==> config.mk <==
export PLATFORM = sky130hd
export DESIGN_NAME = control_alu_flat
export DESIGN_NICKNAME = d
export VERILOG_FILES = /design/src/rtl/control_alu_if.sv /design/src/rtl/control_alu.sv /design/src/flat_wrapper.sv
export SDC_FILE = /design/constraint.sdc
export NUM_CORES = 1
export LEC_CHECK = 0
export BUFFER_PORTS_ARGS = -buffer_cell sky130_fd_sc_hd__buf_2
export CAP_MARGIN = 20
export CORE_ASPECT_RATIO = 1.4
export CORE_MARGIN = 2
export CORE_UTILIZATION = 54
export DETAILED_ROUTE_END_ITERATION = 8
export GPL_TIMING_DRIVEN = 0
export PLACE_DENSITY = 0.83
export SYNTH_ARGS = -nofsm -noshare
export SYNTH_HDL_FRONTEND = slang
export SYNTH_SLANG_ARGS = --single-unit
==> constraint.sdc <==
create_clock -name clk -period 3.55 [get_ports clk]
set_clock_uncertainty 0.15 [all_clocks]
set_input_delay 0.8875 -clock clk [delete_from_list [all_inputs] [get_ports clk]]
set_output_delay 0.8875 -clock clk [all_outputs]
set_load 0.1 [all_outputs]
==> src/rtl/control_alu_if.sv <==
// Bus between the ALU sequencing controller and its environment (operand bus, ALU, display).
// master: the controller side. slave: the environment that feeds operands and hosts the ALU.
interface control_alu_if #(
   parameter int unsigned N = 4
);
   logic [N-1:0] dato_in;
   logic         cargar;
   logic         cancelar;
   logic [N-1:0] alu_a;
   logic [N-1:0] alu_b;
   logic [3:0]   alu_sel;
   logic         alu_flagin;
   logic [N-1:0] alu_result;
   logic         alu_overflow;
   logic         alu_negativo;
   logic         alu_cout;
   logic         alu_zero;
   logic [N-1:0] resultado;
   logic [3:0]   flags;
   logic [2:0]   estado;
   logic         listo;
   logic [7:0]   num_ops;

   modport master (
      input  dato_in, cargar, cancelar,
      input  alu_result, alu_overflow, alu_negativo, alu_cout, alu_zero,
      output alu_a, alu_b, alu_sel, alu_flagin,
      output resultado, flags, estado, listo, num_ops
   );

   modport slave (
      output dato_in, cargar, cancelar,
      output alu_result, alu_overflow, alu_negativo, alu_cout, alu_zero,
      input  alu_a, alu_b, alu_sel, alu_flagin,
      input  resultado, flags, estado, listo, num_ops
   );
endinterface

==> src/rtl/control_alu.sv <==
// Collects A, B and opcode from a shared bus, drives the ALU for ALU_LAT settle cycles,
// then latches result and flags for display; the captured carry feeds the next operation.
module control_alu #(
   parameter int unsigned N       = 4,
   parameter int unsigned ALU_LAT = 1
) (
   input logic           clk,
   input logic           rst_n,
   control_alu_if.master bus
);
   typedef enum logic [2:0] {
      EsperaA  = 3'd0,
      EsperaB  = 3'd1,
      EsperaOp = 3'd2,
      Ejecuta  = 3'd3,
      Captura  = 3'd4,
      Muestra  = 3'd5
   } estado_e;

   localparam logic [3:0] LatLast = 4'(ALU_LAT - 1);

   // Plain vector so the unused codes 6 and 7 are representable and recoverable.
   logic [2:0]   r_estado;
   logic [3:0]   r_cnt;
   logic [N-1:0] r_alu_a;
   logic [N-1:0] r_alu_b;
   logic [3:0]   r_alu_sel;
   logic         r_alu_flagin;
   logic [N-1:0] r_resultado;
   logic [3:0]   r_flags;
   logic         r_listo;
   logic [7:0]   r_num_ops;

   always_ff @(posedge clk) begin
      if (!rst_n) begin
         r_estado     <= EsperaA;
         r_cnt        <= '0;
         r_alu_a      <= '0;
         r_alu_b      <= '0;
         r_alu_sel    <= '0;
         r_alu_flagin <= 1'b0;
         r_resultado  <= '0;
         r_flags      <= '0;
         r_listo      <= 1'b0;
         r_num_ops    <= '0;
      end else if (bus.cancelar) begin
         r_estado <= EsperaA;
         r_listo  <= 1'b0;
      end else begin
         case (r_estado)
            EsperaA: begin
               if (bus.cargar) begin
                  r_alu_a  <= bus.dato_in;
                  r_estado <= EsperaB;
               end
            end
            EsperaB: begin
               if (bus.cargar) begin
                  r_alu_b  <= bus.dato_in;
                  r_estado <= EsperaOp;
               end
            end
            EsperaOp: begin
               if (bus.cargar) begin
                  r_alu_sel <= bus.dato_in[3:0];
                  r_cnt     <= '0;
                  r_estado  <= Ejecuta;
               end
            end
            Ejecuta: begin
               r_cnt <= r_cnt + 4'd1;
               if (r_cnt == LatLast) r_estado <= Captura;
            end
            Captura: begin
               r_resultado  <= bus.alu_result;
               r_flags      <= {bus.alu_negativo, bus.alu_zero, bus.alu_cout, bus.alu_overflow};
               r_alu_flagin <= bus.alu_cout;
               r_num_ops    <= r_num_ops + 8'd1;
               r_estado     <= Muestra;
            end
            Muestra: begin
               // A load here is operand A of the next operation.
               if (bus.cargar) begin
                  r_alu_a  <= bus.dato_in;
                  r_listo  <= 1'b0;
                  r_estado <= EsperaB;
               end else begin
                  r_listo <= 1'b1;
               end
            end
            default: r_estado <= EsperaA;
         endcase
      end
   end

   assign bus.alu_a      = r_alu_a;
   assign bus.alu_b      = r_alu_b;
   assign bus.alu_sel    = r_alu_sel;
   assign bus.alu_flagin = r_alu_flagin;
   assign bus.resultado  = r_resultado;
   assign bus.flags      = r_flags;
   assign bus.estado     = r_estado;
   assign bus.listo      = r_listo;
   assign bus.num_ops    = r_num_ops;
endmodule
==> src/flat_wrapper.sv <==
// flat-port wrapper written by rule: the top's interface ports become plain ports
module control_alu_flat 
#(
   parameter int unsigned N       = 4,
   parameter int unsigned ALU_LAT = 1
)
  (clk, rst_n, bus_dato_in, bus_cargar, bus_cancelar, bus_alu_result, bus_alu_overflow, bus_alu_negativo, bus_alu_cout, bus_alu_zero, bus_alu_a, bus_alu_b, bus_alu_sel, bus_alu_flagin, bus_resultado, bus_flags, bus_estado, bus_listo, bus_num_ops);
  control_alu_if #(.N(N)) bus_i ();
  input logic clk;
  input logic rst_n;
  input wire logic [$bits(bus_i.dato_in)-1:0] bus_dato_in;
  input wire logic [$bits(bus_i.cargar)-1:0] bus_cargar;
  input wire logic [$bits(bus_i.cancelar)-1:0] bus_cancelar;
  input wire logic [$bits(bus_i.alu_result)-1:0] bus_alu_result;
  input wire logic [$bits(bus_i.alu_overflow)-1:0] bus_alu_overflow;
  input wire logic [$bits(bus_i.alu_negativo)-1:0] bus_alu_negativo;
  input wire logic [$bits(bus_i.alu_cout)-1:0] bus_alu_cout;
  input wire logic [$bits(bus_i.alu_zero)-1:0] bus_alu_zero;
  output wire logic [$bits(bus_i.alu_a)-1:0] bus_alu_a;
  output wire logic [$bits(bus_i.alu_b)-1:0] bus_alu_b;
  output wire logic [$bits(bus_i.alu_sel)-1:0] bus_alu_sel;
  output wire logic [$bits(bus_i.alu_flagin)-1:0] bus_alu_flagin;
  output wire logic [$bits(bus_i.resultado)-1:0] bus_resultado;
  output wire logic [$bits(bus_i.flags)-1:0] bus_flags;
  output wire logic [$bits(bus_i.estado)-1:0] bus_estado;
  output wire logic [$bits(bus_i.listo)-1:0] bus_listo;
  output wire logic [$bits(bus_i.num_ops)-1:0] bus_num_ops;
  assign bus_i.dato_in = bus_dato_in;
  assign bus_i.cargar = bus_cargar;
  assign bus_i.cancelar = bus_cancelar;
  assign bus_i.alu_result = bus_alu_result;
  assign bus_i.alu_overflow = bus_alu_overflow;
  assign bus_i.alu_negativo = bus_alu_negativo;
  assign bus_i.alu_cout = bus_alu_cout;
  assign bus_i.alu_zero = bus_alu_zero;
  assign bus_alu_a = bus_i.alu_a;
  assign bus_alu_b = bus_i.alu_b;
  assign bus_alu_sel = bus_i.alu_sel;
  assign bus_alu_flagin = bus_i.alu_flagin;
  assign bus_resultado = bus_i.resultado;
  assign bus_flags = bus_i.flags;
  assign bus_estado = bus_i.estado;
  assign bus_listo = bus_i.listo;
  assign bus_num_ops = bus_i.num_ops;
  control_alu #(.N(N), .ALU_LAT(ALU_LAT)) u_core (.clk(clk), .rst_n(rst_n), .bus(bus_i));
endmodule
# Word-level counts from Yosys, hierarchy flattened
# Cells that the tools add are included.
# op_classes
n_bitwise	2
add_sub_neg	2
mux	8
n_eq_ne	9
n_reduce_logical	11
# ops
operator	count
case mux 3 bit (5 select lines)	1
two-way mux 3 bit	4
AND reduction 3 bit	4
adder 8 x 1 -> 8 bit (second input constant)	1
case mux 4 bit (2 select lines)	1
equality test 3 x 2 -> 1 bit (second input constant)	2
equality test 3 bit (second input constant)	2
adder 4 x 1 -> 4 bit (second input constant)	1
zero test 4 bit	1
two-way mux 4 bit	1
!= test 2 x 1 -> 1 bit (second input constant)	2
!= test 2 bit (second input constant)	2
AND reduction 4 bit	1
OR reduction 2 bit	2
equality test 3 x 1 -> 1 bit (second input constant)	1
zero test 3 bit	1
inverter 1 bit	2
AND reduction 2 bit	1
nonzero test 2 bit	1
two-way mux 1 bit	1
# totals
in_bits	16
regBits	37

# Logic depth before layout (Yosys ltp)
# Gate-level depths: netlist (run 1).
# depth
depth_word	4
ltp_mapped	6
depth_no_buf	5

# Worst setup path after synthesis (run 1)
# OpenSTA, ideal clock, no wires.
# synth_path
path_kind	reg-to-reg
start	reg u_core.r_estado[2], in the netlist u_core.bus.estado[2]
end	reg u_core.r_num_ops[6], in the netlist u_core.bus.num_ops[6]
path_stages_with_launch	5
arrival_time_ns	2.300
period_less_slack_ns	2.521
path_slack_ns	1.029
n_path_buf	1
cell_sequence	dfxtp_1 > or4b_4 > buf_6 > or4_1 > a21oi_1
# synth_via
elab_chain_len	2
# synth_lines
element	line_no	text
from (decl)	control_alu.sv:23	logic [2:0] r_estado;
from (signal assigned)	control_alu.sv:36	r_estado <= EsperaA;
from (signal assigned)	control_alu.sv:47	r_estado <= EsperaA;
from (signal assigned)	control_alu.sv:54	r_estado <= EsperaB;
equality test 3 bit	control_alu.sv:50	case (r_estado)
AND reduction 2 bit (no line)	n/a	
to (signal assigned)	control_alu.sv:78	r_num_ops <= r_num_ops + 8'd1;
to (decl)	control_alu.sv:32	logic [7:0] r_num_ops;
# Every way passes these cells.
# A chain may end at the register's enable or synchronous reset.

# Final worst setup path (run 1)
# layout_path
start	reg u_core.r_estado[2], in the netlist u_core.bus.estado[2]
end	out bus_estado[2]
# layout_lines
element	line_no	text
to (decl)	flat_wrapper.sv:25	output wire logic [$bits(bus_i.estado)-1:0] bus_estado;
# No word-level cell between the ends.

==> metrics.md, run 1 <==
| Metric | Value |
|---|---|
| Synthesis-to-finish area growth | 23.4% |
| Multi-input logic area | 808 sq um |
| Kind of critical path | reg2out |
| Nets@finish | 268 |
| Vias in the first global route | between 1000 and 1500 |
| Sequential area share after synthesis | between 40 and 50% |
| Leak | 0.797 nW |
| # Max-Cap Violations | 0 |
| Final hold viol count | 0 |
| Worst Path Max Fanout | 7 |
| Post-DP HPWL | 2720 um |
| Status | finished, final reports clean |
| Post-layout min period | between 2 and 2.5 ns |
| Proportion of layout cells with a drive suffix above 1 | 25.7% |
| # rows | 23 |
| Post-cts sizing count | 0 |
| CP max stage delay | around 0.48 ns |
| Clock Tree Buf Depth | 2 |
| Top delay family on crit path | buffers and inverters |
| # Post-CTS Setup Buffers | 0 |
| Yosys cell types | 34 |
| Total gr overflow | 0 |
| Ys Warns | 0 |
| Clk sinks | 36 |
| Antenna violations before repair | 0 |
| Clk_lat worst skew | around 0.29 ns |
| Slack of the critical path | 1.27 ns |
| Endpoints failing setup | 0 |
| Input/output buffers | 47 |
| Slowest CP cell | buf_2 |
| Synthesized area | 1620 sq um |
| Largest net degree at the start of global routing | 11 |
| CP arrival | between 1 and 1.5 ns |
| Via Count | 1552 |
| Number of synthesized register bits | 36 |
| RSZ-0062 raised after global routing | no |
| Antenna-violating nets left | 0 |
| Chip Width | 50.2 um |
| Sequential standard cell area | 721 sq um |
| Die extent in y | approximately 69 um |
| CTS Buf Count | 5 |
| First-pass GRT wire length | 5970 um |
| Depth of the CTS H-tree | 2 |
| Crit end category | output pin |
| Startpoint types | flip-flop |
| Worst Tran Pin Value | slightly above 0.9 ns |
| Hold buffer count at cts | 0 |
| Synth Area per Inst | 8.28 sq um |
| Vias/cell | 5.43 |
| Worst Path Buf+Inv | 1 |
| Initial Util | 56.7% |
| Reg clk slew, reported paths | 0.07 ns |
| Io pins | 49 |
| Syn nets | 214 |
| Max rail drop VDD | roughly 0.00035 V |
| WL/cell | 13.2 um |
| Fillcell total | approximately 260 |
| First drt pass iteration count | 4 |
| Routability cong. | 0.792 |
| GRT Total Usage | around 23% |
| Fmax | 439 MHz |
| Core Region | 2850 sq um |
| Ant. Diodes | 0 |
| Worst Path Required | 2.51 ns |
| Slew Viols, Final | 0 |
| DIE AREA | 3450 sq um |
| Total wire length | about 3800 um |
| Place WS | 1.02 ns |
| Slew headroom | 38.4% |
| PwrDens | 399 nW/um^2 |
| Tcrit/Tclk final | 64.1% |
| Setup TNS Final | 0 ns |
| DRC | 0 |
| CP Cell Sequence | buf_2 |
| CTS tree | built |
| Initial DRC count | 51 |
| Min-Delay Path Class | reg2reg |
| Root buf cell | clkbuf_8 |
| Mapped Cells | just under 200 |
[worst register-to-register path: cells and delay by family (launching register included)]
kind / cells / cell delay (ns)
simple gates: 2 / 1.01
compound gates: 1 / 0.15
buf+inv: 1 / 0.15
flops: 1 / 0.47
[routing by layer]
metal	vias to the layer above	GRT usage (%)	share of wire, %
li1	793	-	-
met1	718	25.6	41
met2	34	40.5	53
met3	7	6.47	4.8
met4	0	10.8	1.7
met5	-	0	0
[cells in the mapped netlist]
cell type  instances  area share (%)
o22ai_1            2            0.77
nor4b_1            2             1.1
a21oi_1           33              10
o31ai_1            2            0.93
buf_1              1            0.23
o32ai_1            1            0.54
inv_1              5             1.2
nor4_1             1            0.39
nor2_1             3            0.70
or3_1              3             1.2
ha_1               3             2.3
o22a_1             1            0.54
xnor2_1            2             1.1
clkbuf_1           9             2.1
nand2_1           28             6.5
nor4b_2            1            0.93
mux2i_1            2             1.2
nor2b_1            4             1.5
or3b_2             3             1.6
a311oi_1           1            0.54
buf_4              1            0.46
nand3_1           18             5.6
or4_1              2            0.93
or4b_2             1            0.62
nand4bb_1          1            0.70
nand3b_1           1            0.46
nand2b_1           3             1.2
nor3b_1            3             1.4
or4b_4             1            0.85
o21ai_0           17             5.3
xor2_1             1            0.54
or2_2              1            0.39
buf_6              2             1.4
dfxtp_1           36              45
[cell type report]
| cell class | instances | area share, % |
|---|---|---|
| inverters | 5 | 0.942 |
| multi-input cells | 141 | 40.6 |
| plain buffers | 13 | 3.39 |
| well taps | 37 | 2.32 |
| clock buffers | 7 | 4.83 |
| repair buffers | 47 | 11.8 |
| flip-flops and latches | 36 | 36.2 |
[cell usage in the layout (no fill, tap or decap)]
master	n
xor2_1	1
o21ai_0	17
or4b_2	1
xnor2_1	2
mux2i_1	2
o22ai_1	2
or2_2	1
inv_1	5
buf_4	1
or3b_2	3
nor2_1	3
or4b_4	1
nor4b_1	2
nor2b_1	4
buf_6	2
nand3b_1	1
nand3_1	18
clkbuf_8	7
buf_1	1
o32ai_1	1
nor4b_2	1
clkbuf_1	9
a21oi_1	33
or3_1	3
nor3b_1	3
or4_1	2
nand4bb_1	1
buf_2	47
dfxtp_1	36
a311oi_1	1
nor4_1	1
o31ai_1	2
o22a_1	1
nand2b_1	3
nand2_1	28
ha_1	3
[cell families (layout without fill, tap and decap cells)]
kind of cell,Yosys count,after routing,share of synthesized area (%)
compound gates,57,57,18.8
xor+xnor,3,3,1.63
fa+ha+maj,3,3,2.32
buf+inv,18,72,5.34
flops,36,36,44.6
mux,2,2,1.24
simple gates,76,76,26.0
[flip-flops by register name, indices dropped and copies added, names as in the netlist]
register / cells
u_core.bus.alu_a: 4
u_core.bus.alu_b: 4
u_core.bus.alu_sel: 4
u_core.bus.estado: 3
u_core.bus.flags: 4
u_core.bus.listo: 1
u_core.bus.num_ops: 8
u_core.bus.resultado: 4
u_core.r_cnt: 4
[path summary, 6_finish.rpt]
kind	startpoint	to	slack, ns	cells past startpoint
worst min register to register	u_core.bus.flags[0]$_SDFFE_PN0P_	u_core.bus.flags[0]$_SDFFE_PN0P_	0.31	2
worst max register to register	u_core.bus.estado[2]$_SDFFE_PP0P_	u_core.bus.num_ops[6]$_SDFFE_PN0P_	1.55	4
worst min-delay path	u_core.bus.flags[0]$_SDFFE_PN0P_	u_core.bus.flags[0]$_SDFFE_PN0P_	0.31	2
worst max-delay path	u_core.bus.estado[2]$_SDFFE_PP0P_	bus_estado[2]	1.27	1
[report_power, final]
| part | leakage (nW) | switching (mW) | internal, mW | total (mW) |
|---|---|---|---|---|
| logic | 0.456 | 0.0567 | 0.0185 | 0.0752 |
| registers | 0.291 | 0.00208 | 0.408 | 0.410 |
| clock network | 0.0503 | 0.137 | 0.173 | 0.310 |
| total | 0.797 | 0.196 | 0.599 | 0.795 |
[through the flow]
stage | hold slack [ns] | util (%) | instance area [sq um] | cells | power, mW
2_1_floorplan | 0.330 | - | 1620 | 195 | 0.472
3_3_place_gp | 0.290 | 66.6 | 1900 | 279 | 0.493
3_5_place_dp | 0.297 | 66.6 | 1900 | 279 | 0.493
4_1_cts | 0.306 | 70.0 | 1990 | 286 | 0.800
5_1_grt | 0.325 | 70.0 | 1990 | 286 | 0.823
6_report | 0.306 | 70.0 | 1990 | 286 | 0.795
Note: power is estimated with default switching activity, not from simulation.
==> run 2, diff against run 1 <==
ABC_AREA = 1   (was default)
CORE_UTILIZATION = 45   (was 54)
PLACE_DENSITY = 0.74   (was 0.83)
clock period = 1.9 ns   (was 3.55 ns; I/O delays follow)
==> metrics.md, run 2 <==
| Metric | Value |
|---|---|
| PwrDens | 765 nW/um^2 |
| GRT Total Usage | 19.3% |
| Setup TNS Final | 0 ns |
| Depth of the CTS H-tree | 2 |
| Slew Viols, Final | 0 |
| Worst Path Required | between 1 and 1.5 ns |
| Sequential area share after synthesis | 45.9% |
| Most common cell after layout, fill and taps aside | nand2_1 |
| Status | finished, final reports clean |
| RSZ-0062 raised after global routing | no |
| Top delay family on crit path | buffers and inverters |
| Antenna violations before repair | 0 |
| Synth area leaders | dfxtp_1 46%, nand2_1 12%, nor2_1 11% |
| Io pins | about 50 |
| Mapped Cells | around 230 |
| Synth cell count leaders | 52 x nand2_1, 44 x nor2_1, 36 x dfxtp_1, 22 x inv_1, 20 x a21oi_1 |
| Place WS | ~0.27 ns |
| Routability cong. | around 0.78 |
| Startpoint types | flip-flop |
| Top-count cell post-synth | nand2_1 |
| Area leader, netlist | dfxtp_1 |
| Initial DRC count | 23 |
| Die extent in y | 73.9 um |
| Dominant synthesized flop cell | dfxtp_1 |
| Antenna-violating nets left | 0 |
| Kind of critical path | reg2out |
| CTS Buf Count | 5 |
| Power after layout | roughly 1.5 mW |
| Max FFs per register | 8 |
| Chip Width | 53.9 um |
| CP max stage delay | 0.45 ns |
| Reg clk slew, reported paths | 0.06 ns |
| CTS tree | built |
| Core Region | 3350 sq um |
| First-pass GRT wire length | about 5600 um |
| Min-Delay Path Class | in2reg |
| Ant. Diodes | 0 |
| Max rail drop VDD | 0.000581 V |
| R2r endpoint | u_core.bus.num_ops[5]$_SDFFE_PN0P_ |
| Total gr overflow | 0 |
| Total wire length | 3360 um |
| Nets@finish | 298 |
| Syn nets | roughly 240 |
| Synth Area per Inst | ~7 sq um |
| Root buf cell | clkbuf_8 |
| Post-cts sizing count | 0 |
| Most frequent cells in the layout | 52 x nand2_1, 48 x buf_2, 44 x nor2_1 |
| Ys Warns | 0 |
| # rows | 25 |
| Post-layout min period | 1.75 ns |
| Worst Path Max Fanout | 8 |
| Synthesis-to-finish area growth | 23.1% |
| Synth Area in Adders | 2.39% |
| Largest net degree at the start of global routing | 11 |
| Fmax | 572 MHz |
| Slowest CP cell | buf_2 |
| Hold buffer count at cts | 0 |
| Length in cells of the worst reg-to-reg path | 6 |
| CP arrival | 1.12 ns |
| Yosys top cell area share | 45.9% |
| # Max-Cap Violations | 0 |
| Via Count | roughly 1500 |
| Post-synth EDFFs | 0 |
| Slew headroom | 67.0% |
| First drt pass iteration count | 4 |
| R2R Path Start | u_core.bus.estado[0]$_SDFFE_PP0P_ |
| Leak | 0.919 nW |
| Endpoints failing setup | 0 |
| Post-DP HPWL | 2580 um |
| Proportion of layout cells with a drive suffix above 1 | between 20% and 30% |
| Multiplexer area fraction after synthesis | 0% |
| Worst Path Buf+Inv | 1 |
| Xor-xnor portion of the synthesized cell area | 1.12% |
| Synthesized area | 1570 sq um |
| CP Cell Sequence | buf_2 |
| WL/cell | 10.6 um |
| Clock Tree Buf Depth | 2 |
| DIE AREA | approximately 4000 sq um |
| R2r setup slk | 0.51 ns |
| Clk_lat worst skew | 0.28 ns |
| Hold_sp | bus_cargar |
| Combinational family with the most area after synthesis | simple AND/OR/NAND/NOR gates |
| Fillcell total | approximately 340 |
| Tcrit/Tclk final | 92.1% |
| # Post-CTS Setup Buffers | 0 |
| Clk sinks | 36 |
| Input/output buffers | 47 |
| Yosys cell types | 21 |
| DRC | 0 |
| Ys async rst share | 0% |
| Worst Tran Pin Value | 0.498 ns |
| Final hold viol count | 0 |
| Slack of the critical path | 0.150 ns |
| Initial Util | a little under half |
| Vias in the first global route | 1343 |
| Hold-critical path depth | 2 |
| Number of synthesized register bits | 36 |
| WHS Endpoint | u_core.bus.listo$_SDFFE_PP0N_ |
| Synth Area in Compound Gates | 12.1% |
| Synth Area in Simple Gates | between 30% and 40% |
| Vias/cell | 4.82 |
| Crit end category | output pin |
==> run 2: cell types whose count changed after synthesis, sizes merged, moves of 4 or more <==
cell,previous run,this run
inv,5,24
nand2,28,54
clkbuf,9,3
nand4,0,5
nor2b,4,0
nand3,18,11
a21oi,33,20
nor2,3,44
==> run 2: report_power, final <==
group          internal, mW  switching (mW)
Sequential            0.771          0.0106
Clock                 0.236           0.238
Combinational        0.0445           0.177
Total                  1.05           0.426
==> run 2: through the flow <==
stage	hold slack [ns]	utilization (%)	instance area (sq um)	cells
after floorplan	0.318	-	1580	225
after global placement	0.301	55.7	1860	312
after detailed placement	0.305	55.7	1860	312
after CTS	0.213	57.7	1930	317
after global routing	0.228	57.7	1930	317
final	0.229	57.7	1930	317
==> run 2: metal layers <==
| metal | vias to the layer above | routed length, um | track usage [%] |
|---|---|---|---|
| met5 | - | 0 | 0 |
| met4 | 0 | 34 | 9.40 |
| met3 | 2 | 126 | 5.28 |
| met2 | 24 | 1750 | 31.7 |
| met1 | 683 | 1450 | 22.5 |
| li1 | 820 | - | - |
==> run 2: layout make-up <==
class | instances | area (sq um) | area share (%)
Buffer | 6 | 36.3 | 1.88
Clock buffer | 5 | 68.8 | 3.56
Inverter | 24 | 90.1 | 4.66
Multi-Input combinational cell | 159 | 722 | 37.4
Sequential cell | 36 | 729 | 37.8
Tap cell | 40 | 50.0 | 2.59
Timing Repair Buffer | 47 | 235 | 12.2
==> run 2: logic make-up after synthesis <==
| logic type | after synthesis |
|---|---|
| and+or+nand+nor | 116 |
| AOI/OAI and AO/OA | 38 |
| DFF | 36 |
| buffers and inverters | 30 |
| adders and majority gates | 3 |
| xor gates and xnor gates | 2 |
==> run 2: worst max path at each step <==
stage,endpoint,slack [ns],depth (start not counted),start
final,bus_estado[0],0.15,1,u_core.bus.estado[0]$_SDFFE_PP0P_
after global routing,bus_estado[0],0.10,1,u_core.bus.estado[0]$_SDFFE_PP0P_
after CTS,bus_num_ops[4],0.14,1,u_core.bus.num_ops[4]$_SDFFE_PN0P_
after detailed placement,u_core.bus.alu_b[2]$_SDFFE_PN0P_,0.27,8,bus_cargar
after global placement,u_core.bus.alu_b[1]$_SDFFE_PN0P_,0.30,8,bus_cargar
after floorplan,u_core.bus.num_ops[6]$_SDFFE_PN0P_,-0.03,5,u_core.bus.num_ops[4]$_SDFFE_PN0P_
==> run 3, diff against run 2 <==
CORE_UTILIZATION = 47   (was 45)
CTS_BUF_LIST = sky130_fd_sc_hd__clkbuf_8   (was default)
PLACE_DENSITY = 0.77   (was 0.74)
==> metrics.md, run 3 (synthesized netlist as in run 2, its figures left out) <==
| Metric | Value |
|---|---|
| Sequential standard cell area | 729 sq um |
| Tcrit/Tclk final | between 90% and 100% |
| Die extent in y | 72.4 um |
| Hold-critical path depth | 2 |
| Length in cells of the worst reg-to-reg path | 6 |
| # Post-CTS Setup Buffers | 0 |
| Slowest CP cell | buf_2 |
| DR WL met3 | 181 um |
| Input/output buffers | 47 |
| Clock Tree Buf Depth | 2 |
| Post-Route M1 WL | 1420 um |
| Initial Util | 49.8% |
| PwrDens | 793 nW/um^2 |
| R2R Path Start | u_core.bus.estado[0]$_SDFFE_PP0P_ |
| Root buf cell | clkbuf_8 |
| Post-DP HPWL | 2580 um |
| Nets@finish | 298 |
| Slack of the critical path | 0.136 ns |
| Largest net degree at the start of global routing | 11 |
| Worst Tran Pin Value | 0.493 ns |
| Reg clk slew, reported paths | 0.07 ns |
| Post-cts sizing count | 0 |
| Vias/cell | 4.85 |
| Status | finished, final reports clean |
| Core Region | 3150 sq um |
| Slew Viols, Final | 0 |
| Sw Pwr | 447 uW |
| Worst Path Buf+Inv | 1 |
| Slew headroom | 67.3% |
| Depth of the CTS H-tree | 2 |
| DR WL met2 | 1710 um |
| # rows | 24 |
| Sequential Power Share | 50.6% |
| Place WS | 0.279 ns |
| Post-layout min period | 1.76 ns |
| Via Count | 1548 |
| First drt pass iteration count | 4 |
| DIE AREA | approximately 3800 sq um |
| Vias in the first global route | 1311 |
| Antenna violations before repair | 0 |
| Most common cell after layout, fill and taps aside | nand2_1 |
| R2r endpoint | u_core.bus.flags[1]$_SDFFE_PN0P_ |
| Combinational Power Share | between 10 and 15% |
| WHS Endpoint | u_core.bus.listo$_SDFFE_PP0N_ |
| Hold buffer count at cts | 0 |
| Switching Fraction | between 20 and 30% |
| Final hold viol count | 0 |
| Proportion of layout cells with a drive suffix above 1 | approximately 25% |
| Startpoint types | flip-flop |
| Internal power | 1.10 mW |
| Clk_lat worst skew | 0.29 ns |
| Min-Delay Path Class | in2reg |
| Chip Width | 52.8 um |
| Endpoints failing setup | 0 |
| Fillcell total | 343 |
| CP max stage delay | 0.45 ns |
| Antenna-violating nets left | 0 |
| Fin util | about three fifths |
| Total wire length | 3380 um |
| Routability cong. | approximately 0.8 |
| DRC | 0 |
| WL/cell | 10.6 um |
| Synthesis-to-finish area growth | 24.4% |
| Initial DRC count | between 50 and 60 |
| GRT Total Usage | 20.0% |
| CTS tree | built |
| Max rail drop VDD | 0.000574 V |
| CTS Buf Count | 5 |
| Most frequent cells in the layout | 52 x nand2_1, 48 x buf_2, 44 x nor2_1 |
| DP Area | 1860 sq um |
| Hold_sp | bus_cargar |
| Kind of critical path | reg2out |
| Highest metal used | met4 |
| Crit end category | output pin |
| Fmax | 567 MHz |
| CP arrival | 1.14 ns |
| Worst Path Max Fanout | 4 |
| Ant. Diodes | 0 |
| First-pass GRT wire length | between 5000 and 6000 um |
| # Max-Cap Violations | 0 |
| Max FFs per register | 8 |
| Setup TNS Final | 0 ns |
| CP Cell Sequence | buf_2 |
| Leak | 0.937 nW |
| Io pins | 49 |
| Clock network fraction of total power | between 30% and 40% |
| RSZ-0062 raised after global routing | no |
| Total gr overflow | 0 |
| Clk sinks | 36 |
| Top delay family on crit path | buffers and inverters |
| Multi-input logic area | 722 sq um |
| Worst Path Required | between 1 and 1.5 ns |
| Final Cell Area | 1950 sq um |
| R2r setup slk | 0.52 ns |
run 3: changes by cell type in the layout (fill, tap and decap cells not counted), sizes merged:
cell and delta:
clkbuf +1, inv +2
run 3: area by class of cell:
cell class	count	area share, %
flip-flops and latches	36	37.4
multi-input cells	159	37.0
repair buffers	47	12.1
inverters	24	4.62
clock buffers	6	4.23
well taps	39	2.50
plain buffers	6	1.86
clock inverters	2	0.385
run 3: stage by stage:
| stage | hold WS (ns) | power, mW | cells |
|---|---|---|---|
| global placement | 0.299 | 1.02 | 311 |
| global route | 0.216 | 1.61 | 319 |
| floorplan | 0.318 | 0.973 | 225 |
| finish | 0.219 | 1.55 | 319 |
| CTS | 0.213 | 1.57 | 319 |
| detailed placement | 0.302 | 1.02 | 311 |
run 3: worst max path at each step:
stage	start	end	depth (start not counted)
floorplan	u_core.bus.num_ops[4]$_SDFFE_PN0P_	u_core.bus.num_ops[6]$_SDFFE_PN0P_	5
global placement	bus_cargar	u_core.bus.alu_b[3]$_SDFFE_PN0P_	8
detailed placement	bus_cargar	u_core.bus.alu_b[3]$_SDFFE_PN0P_	8
CTS	u_core.bus.num_ops[4]$_SDFFE_PN0P_	bus_num_ops[4]	1
global route	u_core.bus.estado[0]$_SDFFE_PP0P_	bus_estado[0]	1
finish	u_core.bus.num_ops[4]$_SDFFE_PN0P_	bus_num_ops[4]	1
run 3: layer usage:
layer,track usage [%],vias to the layer above
li1,-,821
met1,21.9,691
met2,33.8,29
met3,6.58,7
met4,10.3,0
met5,0,-
run 3: power groups by stage:
stage	clock network (mW)	logic, mW	registers, mW
6_report	0.543	0.221	0.782
5_1_grt	0.591	0.238	0.783
4_1_cts	0.561	0.222	0.782
3_5_place_dp	0	0.222	0.799
3_3_place_gp	0	0.220	0.799
2_1_floorplan	0	0.0623	0.910
